$ cat config.mk
export PLATFORM = sky130hd
export DESIGN_NAME = hash_compare_multi_flat
export DESIGN_NICKNAME = d
export VERILOG_FILES = /design/src/rtl/hash_compare_multi_if.sv /design/src/rtl/hash_compare_multi.sv /design/src/flat_wrapper.sv
export SDC_FILE = /design/constraint.sdc
export NUM_CORES = 1
export LEC_CHECK = 0
export ABC_CLOCK_PERIOD_IN_PS = 7000
export BUFFER_PORTS_ARGS = -buffer_cell sky130_fd_sc_hd__buf_2
export CAP_MARGIN = 10
export CORE_AREA = 4 4 359 361
export DETAILED_ROUTE_END_ITERATION = 16
export DIE_AREA = 0 0 363 365
export PLACE_DENSITY = 0.4
export SLEW_MARGIN = 15
export SYNTH_ARGS = -nofsm -noshare
export SYNTH_HDL_FRONTEND = slang
export SYNTH_SLANG_ARGS = --single-unit
$ cat constraint.sdc
create_clock -name clk -period 7 [get_ports clk]
set_input_delay 1.05 -clock clk [delete_from_list [all_inputs] [get_ports clk]]
set_output_delay 1.05 -clock clk [all_outputs]
set_load 0.01 [all_outputs]
$ cat src/rtl/hash_compare_multi_if.sv
`default_nettype none
// ============================================================================
// hash_compare_multi_if : lane-result inputs and found-nonce output port
// Revision: 1.0
// ============================================================================
interface hash_compare_multi_if #(
  parameter int LANES = 4
);
  localparam int LANE_W = (LANES > 1) ? $clog2(LANES) : 1;

  logic [63:0]         target;
  logic [LANES-1:0]    in_valid;
  logic [64*LANES-1:0] m04;
  logic [64*LANES-1:0] v0;
  logic [64*LANES-1:0] v8;
  logic                out_valid;
  logic                out_ready;
  logic [31:0]         out_nonce;
  logic [LANE_W-1:0]   out_lane;

  modport master (
    output target, in_valid, m04, v0, v8, out_ready,
    input  out_valid, out_nonce, out_lane
  );

  modport slave (
    input  target, in_valid, m04, v0, v8, out_ready,
    output out_valid, out_nonce, out_lane
  );
endinterface
`default_nettype wire

$ cat src/rtl/hash_compare_multi.sv
`default_nettype none
// ============================================================================
// hash_compare_multi : multi-lane Blake2b target comparator with found-nonce FIFO
// Revision: 1.0
// ============================================================================
module hash_compare_multi #(
  parameter int          LANES      = 4,
  parameter int          CMP_BITS   = 40,
  parameter int          FIFO_DEPTH = 8,
  parameter int          CNT_W      = 48,
  parameter logic [63:0] IV0        = 64'h6a09e667f2bdc928
) (
  input  logic             clk,
  input  logic             rst_n,
  input  logic             clear,
  hash_compare_multi_if.slave bus,
  output logic             busy,
  output logic             overflow,
  output logic [CNT_W-1:0] hash_cnt
);

  localparam int LANE_W  = (LANES > 1) ? $clog2(LANES) : 1;
  localparam int PTR_W   = $clog2(FIFO_DEPTH);
  localparam int FCNT_W  = PTR_W + 1;
  localparam int ENTRY_W = LANE_W + 32;
  localparam int SUM_W   = CNT_W + 5;

  logic [LANES-1:0]           hit_w;
  logic [LANES-1:0][31:0]     nonce_w;

  logic [LANES-1:0]           pend_q, pend_d;
  logic [LANES-1:0][31:0]     slot_q, slot_d;
  logic                       overflow_q, overflow_d;
  logic                       vld_any_q;
  logic [LANE_W-1:0]          rr_ptr_q;
  logic [CNT_W-1:0]           hash_cnt_q;

  logic [FIFO_DEPTH-1:0][ENTRY_W-1:0] mem_q;
  logic [PTR_W-1:0]           wr_ptr_q, rd_ptr_q;
  logic [FCNT_W-1:0]          count_q;

  logic                       out_valid_w, full_w, pop_w, push_w, push_ok_w;
  logic                       gnt_vld_w;
  logic [LANE_W-1:0]          gnt_idx_w;
  logic [4:0]                 pop_cnt_w;
  logic [SUM_W-1:0]           sum_w;
  logic                       unused_w;

  assign unused_w = ^bus.target;

  // Per-lane fold, byte swap, strict unsigned compare and nonce swap
  genvar gi;
  generate
    for (gi = 0; gi < LANES; gi++) begin : g_lane
      logic [63:0] h0_w;
      logic [63:0] swap8_w;
      logic [31:0] m_w;
      logic        lane_unused_w;

      assign h0_w = IV0 ^ bus.v0[64*gi +: 64] ^ bus.v8[64*gi +: 64];
      for (genvar b = 0; b < 8; b++) begin : g_swap
        assign swap8_w[8*b +: 8] = h0_w[8*(7-b) +: 8];
      end
      assign m_w           = bus.m04[64*gi +: 32];
      assign nonce_w[gi]   = {m_w[7:0], m_w[15:8], m_w[23:16], m_w[31:24]};
      assign hit_w[gi]     = bus.in_valid[gi] &
                             (swap8_w[CMP_BITS-1:0] < bus.target[CMP_BITS-1:0]);
      assign lane_unused_w = ^{swap8_w, bus.m04[64*gi+32 +: 32]};
    end
  endgenerate

  assign out_valid_w = (count_q != '0);
  assign full_w      = (count_q == FCNT_W'(FIFO_DEPTH));
  assign pop_w       = out_valid_w & bus.out_ready & ~clear;
  assign push_ok_w   = ~full_w | pop_w;
  assign push_w      = gnt_vld_w & ~clear;

  // Round-robin search over registered pending flags, starting at rr_ptr
  always_comb begin
    int idx;
    idx       = 0;
    gnt_vld_w = 1'b0;
    gnt_idx_w = '0;
    for (int k = 0; k < LANES; k++) begin
      idx = int'(rr_ptr_q) + k;
      if (idx >= LANES) idx = idx - LANES;
      if (!gnt_vld_w && pend_q[idx]) begin
        gnt_vld_w = 1'b1;
        gnt_idx_w = LANE_W'(idx);
      end
    end
    if (!push_ok_w) gnt_vld_w = 1'b0;
  end

  // A slot freed by this cycle's grant can take a new hit in the same cycle
  always_comb begin
    pend_d     = pend_q;
    slot_d     = slot_q;
    overflow_d = overflow_q;
    for (int i = 0; i < LANES; i++) begin
      if (push_w && (gnt_idx_w == LANE_W'(i))) pend_d[i] = 1'b0;
      if (hit_w[i]) begin
        if (!pend_q[i] || (push_w && (gnt_idx_w == LANE_W'(i)))) begin
          pend_d[i] = 1'b1;
          slot_d[i] = nonce_w[i];
        end else begin
          overflow_d = 1'b1;
        end
      end
    end
    if (clear) begin
      pend_d     = '0;
      overflow_d = 1'b0;
    end
  end

  always_comb begin
    pop_cnt_w = '0;
    for (int i = 0; i < LANES; i++) pop_cnt_w = pop_cnt_w + 5'(bus.in_valid[i]);
  end

  assign sum_w = {5'd0, hash_cnt_q} + SUM_W'(pop_cnt_w);

  always_ff @(posedge clk or negedge rst_n) begin
    if (!rst_n) begin
      pend_q     <= '0;
      slot_q     <= '0;
      overflow_q <= 1'b0;
      vld_any_q  <= 1'b0;
      rr_ptr_q   <= '0;
      hash_cnt_q <= '0;
      wr_ptr_q   <= '0;
      rd_ptr_q   <= '0;
      count_q    <= '0;
    end else begin
      pend_q     <= pend_d;
      slot_q     <= slot_d;
      overflow_q <= overflow_d;
      vld_any_q  <= ~clear & (|bus.in_valid);
      if (clear) begin
        rr_ptr_q   <= '0;
        hash_cnt_q <= '0;
        wr_ptr_q   <= '0;
        rd_ptr_q   <= '0;
        count_q    <= '0;
      end else begin
        if (push_w) begin
          wr_ptr_q <= wr_ptr_q + PTR_W'(1);
          rr_ptr_q <= (gnt_idx_w == LANE_W'(LANES - 1)) ? '0 : gnt_idx_w + LANE_W'(1);
        end
        if (pop_w) rd_ptr_q <= rd_ptr_q + PTR_W'(1);
        case ({push_w, pop_w})
          2'b10:   count_q <= count_q + FCNT_W'(1);
          2'b01:   count_q <= count_q - FCNT_W'(1);
          default: count_q <= count_q;
        endcase
        if (sum_w[SUM_W-1:CNT_W] != '0) hash_cnt_q <= '1;
        else                            hash_cnt_q <= sum_w[CNT_W-1:0];
      end
    end
  end

  // Storage needs no reset: head is only visible while the FIFO is non-empty
  always_ff @(posedge clk) begin
    if (push_w) mem_q[wr_ptr_q] <= {gnt_idx_w, slot_q[gnt_idx_w]};
  end

  assign bus.out_valid = out_valid_w;
  assign bus.out_nonce = out_valid_w ? mem_q[rd_ptr_q][31:0] : 32'd0;
  assign bus.out_lane  = out_valid_w ? mem_q[rd_ptr_q][ENTRY_W-1:32] : '0;
  assign busy          = vld_any_q | (|pend_q) | out_valid_w;
  assign overflow      = overflow_q;
  assign hash_cnt      = hash_cnt_q;

endmodule
`default_nettype wire
$ cat src/flat_wrapper.sv
// flat-port wrapper written by rule: the top's interface ports become plain ports
module hash_compare_multi_flat 
#(
  parameter int          LANES      = 4,
  parameter int          CMP_BITS   = 40,
  parameter int          FIFO_DEPTH = 8,
  parameter int          CNT_W      = 48,
  parameter logic [63:0] IV0        = 64'h6a09e667f2bdc928
)
  (clk, rst_n, clear, busy, overflow, hash_cnt, bus_target, bus_in_valid, bus_m04, bus_v0, bus_v8, bus_out_ready, bus_out_valid, bus_out_nonce, bus_out_lane);
  hash_compare_multi_if #(.LANES(LANES)) bus_i ();
  input  logic clk;
  input  logic rst_n;
  input  logic clear;
  output logic busy;
  output logic overflow;
  output logic [CNT_W-1:0] hash_cnt;
  input wire logic [$bits(bus_i.target)-1:0] bus_target;
  input wire logic [$bits(bus_i.in_valid)-1:0] bus_in_valid;
  input wire logic [$bits(bus_i.m04)-1:0] bus_m04;
  input wire logic [$bits(bus_i.v0)-1:0] bus_v0;
  input wire logic [$bits(bus_i.v8)-1:0] bus_v8;
  input wire logic [$bits(bus_i.out_ready)-1:0] bus_out_ready;
  output wire logic [$bits(bus_i.out_valid)-1:0] bus_out_valid;
  output wire logic [$bits(bus_i.out_nonce)-1:0] bus_out_nonce;
  output wire logic [$bits(bus_i.out_lane)-1:0] bus_out_lane;
  assign bus_i.target = bus_target;
  assign bus_i.in_valid = bus_in_valid;
  assign bus_i.m04 = bus_m04;
  assign bus_i.v0 = bus_v0;
  assign bus_i.v8 = bus_v8;
  assign bus_i.out_ready = bus_out_ready;
  assign bus_out_valid = bus_i.out_valid;
  assign bus_out_nonce = bus_i.out_nonce;
  assign bus_out_lane = bus_i.out_lane;
  hash_compare_multi #(.LANES(LANES), .CMP_BITS(CMP_BITS), .FIFO_DEPTH(FIFO_DEPTH), .CNT_W(CNT_W), .IV0(IV0)) u_core (.clk(clk), .rst_n(rst_n), .clear(clear), .bus(bus_i), .busy(busy), .overflow(overflow), .hash_cnt(hash_cnt));
endmodule
==> results summary, run 1 <==
The run finished with clean final reports. approximately 930 I/O pins were placed. The worst path in the final design needs a cycle of between 4 and 5 ns, including I/O delays and setup.

For this block, the initial DRC count from the detailed router was between 900 and 1000. STA classifies the critical path startpoint as an input pin. The power after layout came out at roughly 9.4 mW.

Static timing analysis puts the maximum clock frequency at just over 200 MHz. The number of global-route vias before repair came out at 18600. CTS saw about 470 sinks. The total number of yosys warnings is 0. The largest total area in the synthesized netlist belongs to sky130_fd_sc_hd__edfxtp_1. After the flow finishes, the layout carries non-filler instances totaling approximately 4200.

In the synthesized netlist the dominant register cell turns out to be sky130_fd_sc_hd__edfxtp_1. The worst register-to-register path begins at u_core.rr_ptr_q[1]$_DFFE_PN0P_. In the final routed layout, each cell accounts on average for approximately 26 um. The share of final-layout standard cells stronger than drive strength 1 came out at 35.8%.

The initial cell density of the core is approximately a fifth. The endpoint of the worst-slack reg-to-reg timing path is u_core.slot_q[102]$_DFFE_PN0P_. Measured along the x axis, the die boundary spans 363 um. On the critical path the largest part of the delay comes from compound AO/OA/AOI/OAI gates. The CTS tree is yes. The number of instances resized during post-cts repair is 0. The number of fill cells in the layout is 13400. The worst clock skew is 0.0273 ns.

Traced cell by cell, the critical path runs through buf_2, xnor2_1, ha_1, nand2_1, o21ai_0, a2111o_1, a211oi_1, nand3_2, buf_4, mux2_2. In this run, CTS created clock tree buffers numbering 56. The initial antenna violation count is 100. The number of iterations in the first detailed-routing pass is 5. The number of H-tree levels came out at 2.

The synthesized area is 24600 sq um. Summed over all failing endpoints, the final setup total negative slack is 0 ns. The count of antenna-violating nets left after detailed routing is 0. The type of the most critical hold path is input pin to async pin.

The post-CTS setup-driven buffer insertion count is 0. The total global routing overflow came out at 0. Counting both buffers and inverters, the worst setup path holds a total of 2. For the worst setup path, the data required time is 7.52 ns. The largest net degree at the start of global routing came out at around 130. The weighted congestion at the end of routability-driven global placement is 0.953.

Measured along the y axis, the die boundary spans 365 um. Across the run, the number of max-cap violations was 0. The die covers around 130000 sq um. The mean post-synth cell area is 12.8 sq um. The max-slew violation total from the final report is 0.

The count of final hold-check violations came out at 0. The max-slew headroom at the worst pin is slightly below 30%. The latest clock arrival within the worst-skew pair came out at 0.64 ns. Global routing used 16.3% of the available tracks. For this run, the post-layout net count is 3525. The kind of end point of the critical path is a flip-flop.

The via-per-instance ratio is 4.23. The total wirelength of the detailed-routed design came out at roughly 110 mm. The worst vdd rail ir drop is 0.000200 V. The HPWL after detailed placement came out at 87.0 mm. Clock-pin slew was measured on the worst setup and hold paths at about 0.06 ns. The number of register bits inferred by synthesis is 466. The logic depth of the worst register-to-register path came out at 11. The area growth from synthesis to layout is 28.1%. The final count of negative-setup-slack endpoints is 0. For this design the ratio of total power to cell area is approximately 300 nW/um^2. The delay contributed by the slowest stage of the critical path came out at 0.97 ns. At the pin with the least slew margin, the transition time is 1.05 ns.

After floorplanning, the core was divided into 130 placement rows. The largest fanout on the critical path came out at 13. The share of the synthesized area in the top cell type is 33.2%. The root buffer cell chosen for the clock tree is sky130_fd_sc_hd__clkbuf_16. Cells fill 25.1% of the core in the end. The worst hold slack across all endpoints is 0.380 ns. The total number of vias is 18000.

In this run, post-CTS hold repair placed 0 buffers. The number of buffers on the longest clock path is 3. The slowest stage of the critical path is the sky130_fd_sc_hd__nand3_2 cell. Sequential cells were found to cover 53.0% of the synthesized design area. The critical path is of the input pin to flip-flop type. During placement, the flow inserted port buffers numbering 580. Data arrives at the worst endpoint at 5.36 ns. For flop-to-flop paths, the worst setup slack is roughly 3.4 ns.

After detailed placement, the design holds a cell count of between 4000 and 5000. The count of flip-flops with a built-in enable after synthesis is 272. The worst path uses 69.1% of the clock period.

The core region is 125000 sq um. The total nets after synthesis came out at 2931. The wire length of the first global-routing pass came out at 150 mm. Summed over all cells, the static leakage comes to between 10 and 15 nW. For this run, design rule violations remaining after detail routing come to 0. Setup repair after global routing left no endpoint under its margin. The fraction of registers with async set/reset came out at a little over two fifths.

The count of mapped cells out of synthesis came out at 1918. Ranked by total cell area, the synthesized netlist is headed by sky130_fd_sc_hd__edfxtp_1, sky130_fd_sc_hd__dfrtp_1, sky130_fd_sc_hd__ha_1. The number of library cell types mapped by synthesis is 68.
## synth_stat cells (all sizes together), types with 39 or more instances
| cell | n |
|---|---|
| a21oi | 103 |
| a31oi | 39 |
| and3 | 43 |
| dfrtp | 194 |
| edfxtp | 272 |
| ha | 170 |
| inv | 62 |
| mux2 | 128 |
| mux4 | 68 |
| nand2 | 202 |
| nor2 | 94 |
| xnor2 | 102 |
| xor2 | 100 |
## per-layer routing
| metal | up-vias | track usage (%) | share of wire (%) |
|---|---|---|---|
| li1 | 8353 | - | - |
| met1 | 8778 | 18.8 | 39 |
| met2 | 599 | 28.9 | 50 |
| met3 | 202 | 3.98 | 5.7 |
| met4 | 32 | 6.77 | 5.1 |
| met5 | - | 0 | 0.18 |
## flip-flops by register name, summed over array words and instances, names as in the netlist
register,cells
u_core.mem_q,272
u_core.slot_q,128
u_core.hash_cnt,48
u_core.count_q,4
u_core.pend_q,4
u_core.rd_ptr_q,3
u_core.wr_ptr_q,3
u_core.rr_ptr_q,2
u_core.overflow,1
u_core.vld_any_q,1
## placed cells by master (no fill, tap or decap), types with 5 or more instances in the layout
cell type | Yosys | final
sky130_fd_sc_hd__xnor2_1 | 102 | 102
sky130_fd_sc_hd__buf_4 | 6 | 25
sky130_fd_sc_hd__clkinv_2 | 0 | 5
sky130_fd_sc_hd__o211ai_1 | 7 | 7
sky130_fd_sc_hd__diode_2 | 0 | 41
sky130_fd_sc_hd__nor4_1 | 7 | 5
sky130_fd_sc_hd__edfxtp_1 | 272 | 272
sky130_fd_sc_hd__nand4_1 | 25 | 25
sky130_fd_sc_hd__clkbuf_16 | 0 | 57
sky130_fd_sc_hd__nor3_1 | 18 | 18
sky130_fd_sc_hd__a21o_1 | 14 | 14
sky130_fd_sc_hd__o21ai_0 | 26 | 26
sky130_fd_sc_hd__and3_1 | 42 | 42
sky130_fd_sc_hd__buf_2 | 13 | 579
sky130_fd_sc_hd__ha_1 | 170 | 170
sky130_fd_sc_hd__a21oi_1 | 103 | 102
sky130_fd_sc_hd__mux2_2 | 126 | 126
sky130_fd_sc_hd__nand2_1 | 202 | 201
sky130_fd_sc_hd__a221oi_1 | 5 | 5
sky130_fd_sc_hd__a211oi_1 | 17 | 17
sky130_fd_sc_hd__mux4_2 | 68 | 68
sky130_fd_sc_hd__and4_1 | 12 | 12
sky130_fd_sc_hd__nor2_1 | 91 | 89
sky130_fd_sc_hd__xor2_1 | 100 | 100
sky130_fd_sc_hd__a31oi_1 | 39 | 39
sky130_fd_sc_hd__dfrtp_1 | 194 | 191
sky130_fd_sc_hd__clkbuf_8 | 0 | 5
sky130_fd_sc_hd__inv_1 | 62 | 60
sky130_fd_sc_hd__mux2i_1 | 37 | 37
sky130_fd_sc_hd__nand3_1 | 36 | 35
sky130_fd_sc_hd__clkinv_1 | 0 | 14
sky130_fd_sc_hd__clkbuf_1 | 37 | 13
## cell type report
cell class	instances	area, sq um	share of cell area [%]
Sequential cell	466	13000	41.4
Multi-Input combinational cell	1320	11100	35.4
Timing Repair Buffer	606	3120	9.91
Tap cell	1650	2060	6.55
Clock buffer	75	1540	4.90
Clock inverter	29	258	0.818
Inverter	62	234	0.743
Antenna cell	41	103	0.326
## cells by family after synthesis
group	count (synthesis)	synth area share [%]
AOI/OAI and AO/OA	241	5.96
and+or+nand+nor	471	9.21
muxes	233	13.6
adders and majority gates	173	8.89
xor gates and xnor gates	202	7.20
buffers and inverters	132	2.18
DFF	466	53.0
## power breakdown
part / switching (mW) / internal (mW)
registers: 0.284 / 3.55
clock network: 1.21 / 1.66
logic: 1.59 / 1.13
total: 3.08 / 6.34
## worst register-to-register path: stages (launching register included)
cell                       delay, ns
sky130_fd_sc_hd__dfrtp_1        0.48
sky130_fd_sc_hd__nand2_1        0.08
sky130_fd_sc_hd__nand2_1        0.07
sky130_fd_sc_hd__a21oi_1        0.09
sky130_fd_sc_hd__o22ai_4        0.17
sky130_fd_sc_hd__clkinv_2       0.63
sky130_fd_sc_hd__ha_1           0.49
sky130_fd_sc_hd__nand2_1        0.08
sky130_fd_sc_hd__nand2_1        0.08
sky130_fd_sc_hd__nand3_2        0.62
sky130_fd_sc_hd__buf_4          0.39
sky130_fd_sc_hd__mux2_2         0.36
## through the flow
stage,worst slack [ns],area [sq um]
3_5_place_dp,1.35,29600
6_report,2.16,31500
5_1_grt,2.06,31500
3_3_place_gp,1.35,29600
2_1_floorplan,1.15,24600
4_1_cts,2.05,31400
## worst max-delay path by stage
| stage | from | end | slack [ns] | depth (start not counted) |
|---|---|---|---|---|
| 2_1_floorplan | bus_out_ready | u_core.mem_q[136]$_DFFE_PP_ | 1.15 | 5 |
| 3_3_place_gp | bus_v0[230] | u_core.slot_q[113]$_DFFE_PN0P_ | 1.35 | 10 |
| 3_5_place_dp | bus_v8[230] | u_core.slot_q[113]$_DFFE_PN0P_ | 1.35 | 10 |
| 4_1_cts | bus_v8[230] | u_core.slot_q[102]$_DFFE_PN0P_ | 2.05 | 10 |
| 5_1_grt | bus_v0[230] | u_core.slot_q[100]$_DFFE_PN0P_ | 2.06 | 10 |
| 6_report | bus_v8[230] | u_core.slot_q[102]$_DFFE_PN0P_ | 2.16 | 10 |
Note: power is estimated with default switching activity, not from simulation.
==> run 2, diff against run 1 <==
Settings changed: ABC_CLOCK_PERIOD_IN_PS 7000 to 4150, PLACE_DENSITY 0.4 to 0.41.
Clock period 7 ns to 4.15 ns, I/O delays scaled along.
==> run 2 against run 1 <==
Clock skew is 0.0030 ns lower. Total power is 68% higher. Routed wire length is 2.0% lower. Via count is 1.1% higher. Largest cell class unchanged. Largest power group unchanged.
==> results summary, run 2 (synthesis results as in run 1) <==
The worst reg-to-reg setup slack came to 1.10 ns (-2.25 ns). The worst vdd rail ir drop is 0.000344 V (+72%). The number of fill cells in the layout came to 13400 (-0.30%). The number of H-tree levels came out at 2 (unchanged). The power after layout came out at 15.8 mW (+68%). The register with the most flip-flops in the final layout is u_core.mem_q. The total wirelength of the detailed-routed design came out at 109 mm (-2.0%). The kind of launch point of the worst setup path is a flip-flop. The combined area of the multi-input logic cells is 11200 sq um (about the same). The sequential share of power came to 40.4% (-0.3 points). The largest fanout on the critical path is 25 (+12).

The via-per-instance ratio is 4.24 (+0.33%). The sum of routed wire segments on met1 is 42.1 mm (-3.7%). The type of the most critical hold path is input pin to flip-flop. The max-slew headroom at the worst pin came out at 35.6% (+6.0 points). The number of max-cap violations came out at 0 (unchanged). The number of rows created at floorplan came out at 130 (unchanged). The internal power contribution is 10.7 mW (+69%). Setup repair after global routing left no endpoint under its margin. The clock-pin slew on the worst setup and hold paths is 0.06 ns (about the same). From synthesis to final layout, the design area changed by 29.3%.

The max-slew violation total from the final report came to 0 (unchanged). The largest net degree at the start of global routing is 83 (-37%). The required time of the worst setup path is 3.53 ns (-3.99 ns). The latest clock arrival within the worst-skew pair came to 0.61 ns (-0.03 ns). The post-detailed-route DRC marker count came out at 0 (unchanged). The aggregate negative setup slack is 0 ns (unchanged). The average wire length per cell after detail routing came out at 25.4 um (-2.8%). The master cell of the clock root buffer is sky130_fd_sc_hd__clkbuf_16.

The arrival time at the worst endpoint is 2.73 ns (-2.63 ns). The switching power came out at 5.10 mW (+65%). The total instance count after detailed placement is 4134 (+0.73%).

The die area is 132000 sq um (unchanged). The number of buffers on the longest clock path was 3 (unchanged). The clock share of power is 29.8% (-0.6 points).

The number of instances resized during post-cts repair came out at 0 (unchanged). The run finished with clean final reports. By startpoint and endpoint, the worst setup path is classified as flip-flop to output port. The power density over the cells was 497 nW/um^2 (+66%). The kind of end point of the critical path is an output port.

The number of placed I/O pins came to 925 (unchanged). The number of buffers inserted by hold repair at cts is 1 (+1). The core box area came out at 125000 sq um (unchanged). The final count of negative-setup-slack endpoints is 0 (unchanged). The slew of the pin with the lowest slew margin was 0.961 ns (-0.0893 ns).

The number of clock sinks came out at 466 (unchanged). The library cells used most frequently in the layout, excluding fill and tap cells, are sky130_fd_sc_hd__buf_2, sky130_fd_sc_hd__edfxtp_1, sky130_fd_sc_hd__nand2_1, sky130_fd_sc_hd__dfrtp_1, sky130_fd_sc_hd__ha_1. The initial antenna violation count is 86 (-14%).

The routed wire length on met3 is 5.98 mm (-6.0%). The flip-flop count of the largest register, all copies and words added is 272 (unchanged). The count of antenna-violating nets left after detailed routing is 0 (unchanged). The total number of nets in the final design is 3555 (+0.85%). Signal routing reaches up to met5. The total number of vias came out at 18200 (+1.1%). The weighted congestion at the end of routability-driven global placement is 0.912 (-4.3%). After layout, the worst path uses 80.8% of the clock period.

The final standard cell area without fillers is 31800 sq um (+0.90%). The initial cell density of the core was 19.6% (unchanged). The worst clock skew came to 0.0243 ns (-0.00303 ns).

The HPWL after detailed placement is 87.3 mm (+0.34%). The post-CTS setup-driven buffer insertion count is 0 (unchanged). The overall routing resource usage is 15.9% (-0.38 points). The share of final-layout standard cells stronger than drive strength 1 came out at 36.8% (+1.0 points). The wire length on met2 came out at 56.4 mm (+2.4%).

The number of iterations in the first detailed-routing pass is 4 (-1). The die outline height is 365 um (unchanged). The core occupancy in the finished layout was 25.3% (+0.23 points).

The x dimension of the die came to 363 um (unchanged). The total CTS buffers was 55 (-1.8%). The number of port buffers came out at 580 (unchanged). The combinational share of power is 29.8% (+0.9 points). The final worst setup slack is 0.797 ns (-1.37 ns). The post-layout minimum cycle time is ~3.4 ns. The most common library cell in the layout ignoring fill and taps is sky130_fd_sc_hd__buf_2. The standby leakage power is 13.0 nW (+1.4%). The CTS tree is yes. The post-route non-filler standard cell count came to 4281 (+0.75%).

The switching part of the total is 32.3% (-0.43 points). The number of global-route vias before repair was 18700 (+0.31%). The worst hold slack across all endpoints was 0.222 ns (-0.158 ns). The footprint of the flip-flops and latches is 13000 sq um (about the same).

Static timing analysis puts the maximum clock frequency at just under 300 MHz. The area of placed instances came to 29900 sq um (+1.0%). The count of final hold-check violations came out at 0 (unchanged).

The worst slack at placement is 0.416 ns (-0.931 ns). The total global routing overflow came out at 0 (unchanged). The wire length of the first global-routing pass is 148 mm (-1.5%). The DRC marker count from the first detailed-route iteration came out at 1009 (+12%).
-- run 2: cell types whose count changed in the layout (fill, tap and decap cells not counted), sizes merged --
cell         before  now
diode            41   44
clkinv           23   25
buf             606  636
dlygate4sd3       0    1
inv              62   65
clkbuf           75   68
-- run 2: power groups by stage --
stage,combinational (mW),clock (mW),sequential (mW)
finish,4.72,4.71,6.39
global route,5.26,5.09,6.48
CTS,4.90,4.90,6.40
detailed placement,4.89,0,6.49
global placement,4.86,0,6.48
floorplan,2.93,0,6.29
-- run 2: path summary, 6_finish.rpt --
kind,start,end,cells after the start
setup / recovery,u_core.rd_ptr_q[0]$_DFFE_PN0P_,bus_out_nonce[21],5
setup reg to reg,u_core.rr_ptr_q[1]$_DFFE_PN0P_,u_core.slot_q[12]$_DFFE_PN0P_,10
min in group asynchronous,rst_n,u_core.slot_q[103]$_DFFE_PN0P_,2
hold / removal,bus_m04[95],u_core.slot_q[39]$_DFFE_PN0P_,2
hold reg to reg,u_core.slot_q[6]$_DFFE_PN0P_,u_core.slot_q[6]$_DFFE_PN0P_,1
max in group asynchronous,rst_n,u_core.slot_q[89]$_DFFE_PN0P_,3
-- run 2: final cells by class --
cell class,count,share of cell area (%)
multi-input combinational,1320,35.1
antenna,44,0.346
clock buffer,68,4.61
clock inverter,34,0.933
tap,1650,6.50
sequential,466,41.0
timing repair buffer,637,10.8
inverter,62,0.732
-- run 2: critical path: stages, from the launching register on --
cell,delay [ns]
sky130_fd_sc_hd__dfrtp_4,0.77
sky130_fd_sc_hd__buf_4,0.36
sky130_fd_sc_hd__mux4_2,0.56
sky130_fd_sc_hd__mux2i_1,0.15
sky130_fd_sc_hd__nor2_1,0.09
sky130_fd_sc_hd__buf_2,0.17
-- run 2: per-layer routing --
metal  vias to the layer above  track usage [%]
met5                         -                0
met4                        18             6.02
met3                       189             3.17
met2                       610             29.1
met1                      8917             18.3
li1                       8425                -
==> run 3, diff against run 2 <==
Settings changed: ABC_AREA set to 1, ABC_CLOCK_PERIOD_IN_PS 4150 to 3200.
Clock period 4.15 ns to 3.2 ns, I/O delays scaled along.
==> run 3 against run 2 <==
Hold slack got worse by 0.13 ns. Die area did not move. Count of clock-buffer cells in the layout rose by 11. First-iteration DRC count rose by 51%. Critical endpoint is now bus_out_nonce[3].
==> results summary, run 3 <==
The number of iterations in the first detailed-routing pass was 5 (+1). The die area came out at 132000 sq um (unchanged). The kind of end point of the critical path is an output port. Based on the critical path, the design can be clocked at up to between 300 and 400 MHz. The flow ran to the end, and the final reports show no timing, DRC or antenna violations. The count of mapped cells out of synthesis is 2950 (+54%). The total global routing overflow was 0 (unchanged). The most common flop cell mapped by yosys is sky130_fd_sc_hd__edfxtp_1.

The endpoint of the worst-slack reg-to-reg timing path is u_core.slot_q[13]$_DFFE_PN0P_. The share of final-layout standard cells stronger than drive strength 1 is 23.1% (-14 points). The post-route non-filler standard cell count came to 5337 (+25%). The initial cell density of the core is 20.8% (+1.2 points). The total CTS buffers came out at 54 (-1.8%). The wire length of the first global-routing pass came out at 175 mm (+19%). The average wire length per cell after detail routing is 24.2 um (-4.7%).

The HPWL after detailed placement is 104 mm (+19%). The largest total area in the synthesized netlist belongs to sky130_fd_sc_hd__edfxtp_1. The number of register bits inferred by synthesis came out at 466 (unchanged). The sequential cell area fraction in the yosys report came out at 49.8% (-3.1 points). The via-per-instance ratio came to 4.31 (+1.7%). The final count of negative-setup-slack endpoints came out at 0 (unchanged). The arrival time at the worst endpoint is 2.57 ns (-0.16 ns).

The worst register-to-register path begins at u_core.rr_ptr_q[1]$_DFFE_PN0P_. The total number of yosys warnings came out at 0 (unchanged). The power density over the cells is 836 nW/um^2 (+68%). The number of buffers on the longest clock path came out at 3 (unchanged). The flip-flop count of the largest register, all copies and words added came out at 272 (unchanged).

The tightest min-delay check is of the input pin to flip-flop type. The max-slew violation total from the final report is 0 (unchanged). The mean post-synth cell area came out at 8.86 sq um (-31%). The logic depth of the worst register-to-register path is 18 (+8).

The number of H-tree levels came out at 2 (unchanged). The count of antenna-violating nets left after detailed routing is 0 (unchanged). The count of flip-flops with a built-in enable after synthesis was 272 (unchanged). The kind of launch point of the worst setup path is a flip-flop.

The number of library cell types mapped by synthesis is 44 (-35%). The delay contributed by the slowest stage of the critical path is 0.45 ns (-0.32 ns). The initial antenna violation count is 90 (+4.7%). The die outline height is 365 um (unchanged). The DRC marker count from the first detailed-route iteration came to 1523 (+51%). The critical path's most frequent cell is sky130_fd_sc_hd__o21ai_0. The final worst setup slack is 0.146 ns (-0.651 ns). The weighted congestion at the end of routability-driven global placement came to 1.06 (+16%). The required time of the worst setup path is 2.72 ns (-0.81 ns). The commonest cells after synthesis are sky130_fd_sc_hd__nand2_1, sky130_fd_sc_hd__nor2_1, sky130_fd_sc_hd__inv_1, sky130_fd_sc_hd__edfxtp_1, sky130_fd_sc_hd__o21ai_0.

The largest net degree at the start of global routing is 105 (+27%). The most common library cell in the layout ignoring fill and taps is sky130_fd_sc_hd__buf_2. The aggregate negative setup slack is 0 ns (unchanged). The worst reg-to-reg setup slack is 0.30 ns (-0.80 ns). The worst clock skew came out at 0.0403 ns (+0.0160 ns). The synthesized area came to 26100 sq um (+6.2%).

The total nets after synthesis is 3963 (+35%). Setup repair after global routing could not meet its margin everywhere. The total wirelength of the detailed-routed design came to 129 mm (+19%). The largest fanout on the critical path came out at 104 (+320%). The number of placed I/O pins came out at 925 (unchanged).

The number of rows created at floorplan is 130 (unchanged). The critical-path cell with the highest stage delay is sky130_fd_sc_hd__dfrtp_4. The core box area is 125000 sq um (unchanged).

The portion of the clock cycle consumed by the worst path in the final layout came out at a little over nine tenths. The share of the synthesized area in the top cell type came to 31.3% (-2.0 points). The number of port buffers is 580 (unchanged).

The post-detailed-route DRC marker count came out at 0 (unchanged). The post-layout minimum cycle time came out at 3.05 ns. The count of final hold-check violations is 0 (unchanged).

The number of fill cells in the layout came out at 13700 (+2.4%). The master cell of the clock root buffer is sky130_fd_sc_hd__clkbuf_16. The hold path depth is 3 (+1).

The number of max-cap violations came out at 0 (unchanged). In this run the most critical hold path is launched from bus_m04[13]. Sorting the synthesized cells by area gives the leading types as sky130_fd_sc_hd__edfxtp_1, sky130_fd_sc_hd__dfrtp_1, sky130_fd_sc_hd__ha_1.

The overall routing resource usage is 19.0% (+3.1 points). The total instance count after detailed placement is 5184 (+25%). The critical path is of the flip-flop to output port type. The growth of design area from synthesis to finish came out at 30.1%.

The register with the most flip-flops is u_core.mem_q. The total number of nets in the final design came out at 4604 (+30%). In the layout the commonest cells are sky130_fd_sc_hd__buf_2, sky130_fd_sc_hd__nand2_1, sky130_fd_sc_hd__nor2_1, sky130_fd_sc_hd__inv_1, sky130_fd_sc_hd__edfxtp_1. The number of global-route vias before repair came out at 22200 (+19%). The worst vdd rail ir drop came to 0.00103 V (+200%). The x dimension of the die came to 363 um (unchanged). Among all cell types in the netlist, the one instantiated most often is sky130_fd_sc_hd__nand2_1. The total number of vias is 23000 (+27%). The clock-pin slew on the worst setup and hold paths came out at 0.06 ns (about the same). The worst slack at placement is -0.205 ns (-0.621 ns).

The number of clock sinks came out at 466 (unchanged). The slew of the pin with the lowest slew margin is 0.878 ns (-0.0831 ns). The latest clock arrival within the worst-skew pair is 0.64 ns (+0.03 ns).

The fraction of registers with async set/reset came out at 41.6% (unchanged). The path with the worst hold slack has its endpoint at u_core.slot_q[21]$_DFFE_PN0P_. TritonCTS built the clock tree. The max-slew headroom at the worst pin came to 41.5% (+5.8 points). The standby leakage power was 15.5 nW (+19%). Traced cell by cell, the critical path runs through buf_16, o21ai_0, o22ai_1, o21ai_0, a31oi_1, buf_2. The post-CTS setup-driven buffer insertion count is 0 (unchanged).
-- run 3: layer usage --
layer | GRT usage [%] | share of wire [%] | routed length, um | vias up
met4 | 8.91 | 5.0 | 6500 | 38
met3 | 4.85 | 7.0 | 8980 | 227
li1 | - | - | - | 11100
met2 | 27.2 | 41 | 52600 | 760
met5 | 0 | 0.19 | 249 | -
met1 | 26.6 | 47 | 60800 | 10900
-- run 3: power by group --
group / leakage [nW] / switching [mW] / internal (mW)
clock: 0.920 / 2.69 / 3.77
combinational: 9.77 / 8.76 / 3.50
sequential: 4.79 / 0.343 / 9.34
total: 15.5 / 11.8 / 16.6
-- run 3: cells by family after synthesis --
logic type / share of synthesized area (%)
compound gates: 10.8
xor+xnor: 6.34
fa+ha+maj: 8.37
buf+inv: 6.95
flops: 49.8
simple gates: 17.7
-- run 3: critical path, delay by kind of cell, from the launching register on --
family                 cells  cell delay, ns
flip-flops                 1            0.45
buffers and inverters      2            0.55
AO/OA/AOI/OAI              4            0.82
-- run 3: final cells by class --
class | count | area, sq um | area share, %
sequential | 466 | 13000 | 38.3
multi-input combinational | 2025 | 11500 | 33.7
timing repair buffer | 697 | 4130 | 12.2
tap | 1650 | 2060 | 6.07
clock buffer | 79 | 1620 | 4.76
inverter | 347 | 1310 | 3.85
clock inverter | 22 | 260 | 0.766
antenna | 51 | 128 | 0.375
-- run 3: repair_timing --
action | 4_1_cts | 5_1_grt
hold buffers | 1 | 0
hold endpoints to repair | 74 | 0
pin swaps | 0 | 0
endpoints found under the setup margin | 3 | 142
resized for setup | 2 | 14
-- run 3: worst max path at each step --
stage,cells after the start,end,from,slack (ns)
3_3_place_gp,17,u_core.hash_cnt[29]$_DFF_PN0_,bus_in_valid[0],-0.20
6_report,6,bus_out_nonce[3],u_core.rd_ptr_q[0]$_DFFE_PN0P_,0.15
4_1_cts,6,bus_out_nonce[1],u_core.rd_ptr_q[0]$_DFFE_PN0P_,0.01
3_5_place_dp,18,u_core.hash_cnt[43]$_DFF_PN0_,bus_in_valid[0],-0.21
2_1_floorplan,16,u_core.hash_cnt[26]$_DFF_PN0_,bus_in_valid[0],0.03
5_1_grt,6,bus_out_nonce[27],u_core.rd_ptr_q[0]$_DFFE_PN0P_,-0.0003
-- run 3: through the flow --
stage | util, % | total power, mW | hold WS [ns] | instance area (sq um)
2_1_floorplan | - | 16.3 | 0.184 | 26100
3_3_place_gp | 25.4 | 22.2 | 0.467 | 31900
3_5_place_dp | 25.4 | 22.3 | 0.474 | 31900
4_1_cts | 27.0 | 28.9 | 0.0404 | 33800
5_1_grt | 27.1 | 30.5 | 0.0689 | 34000
6_report | 27.1 | 28.4 | 0.0908 | 34000
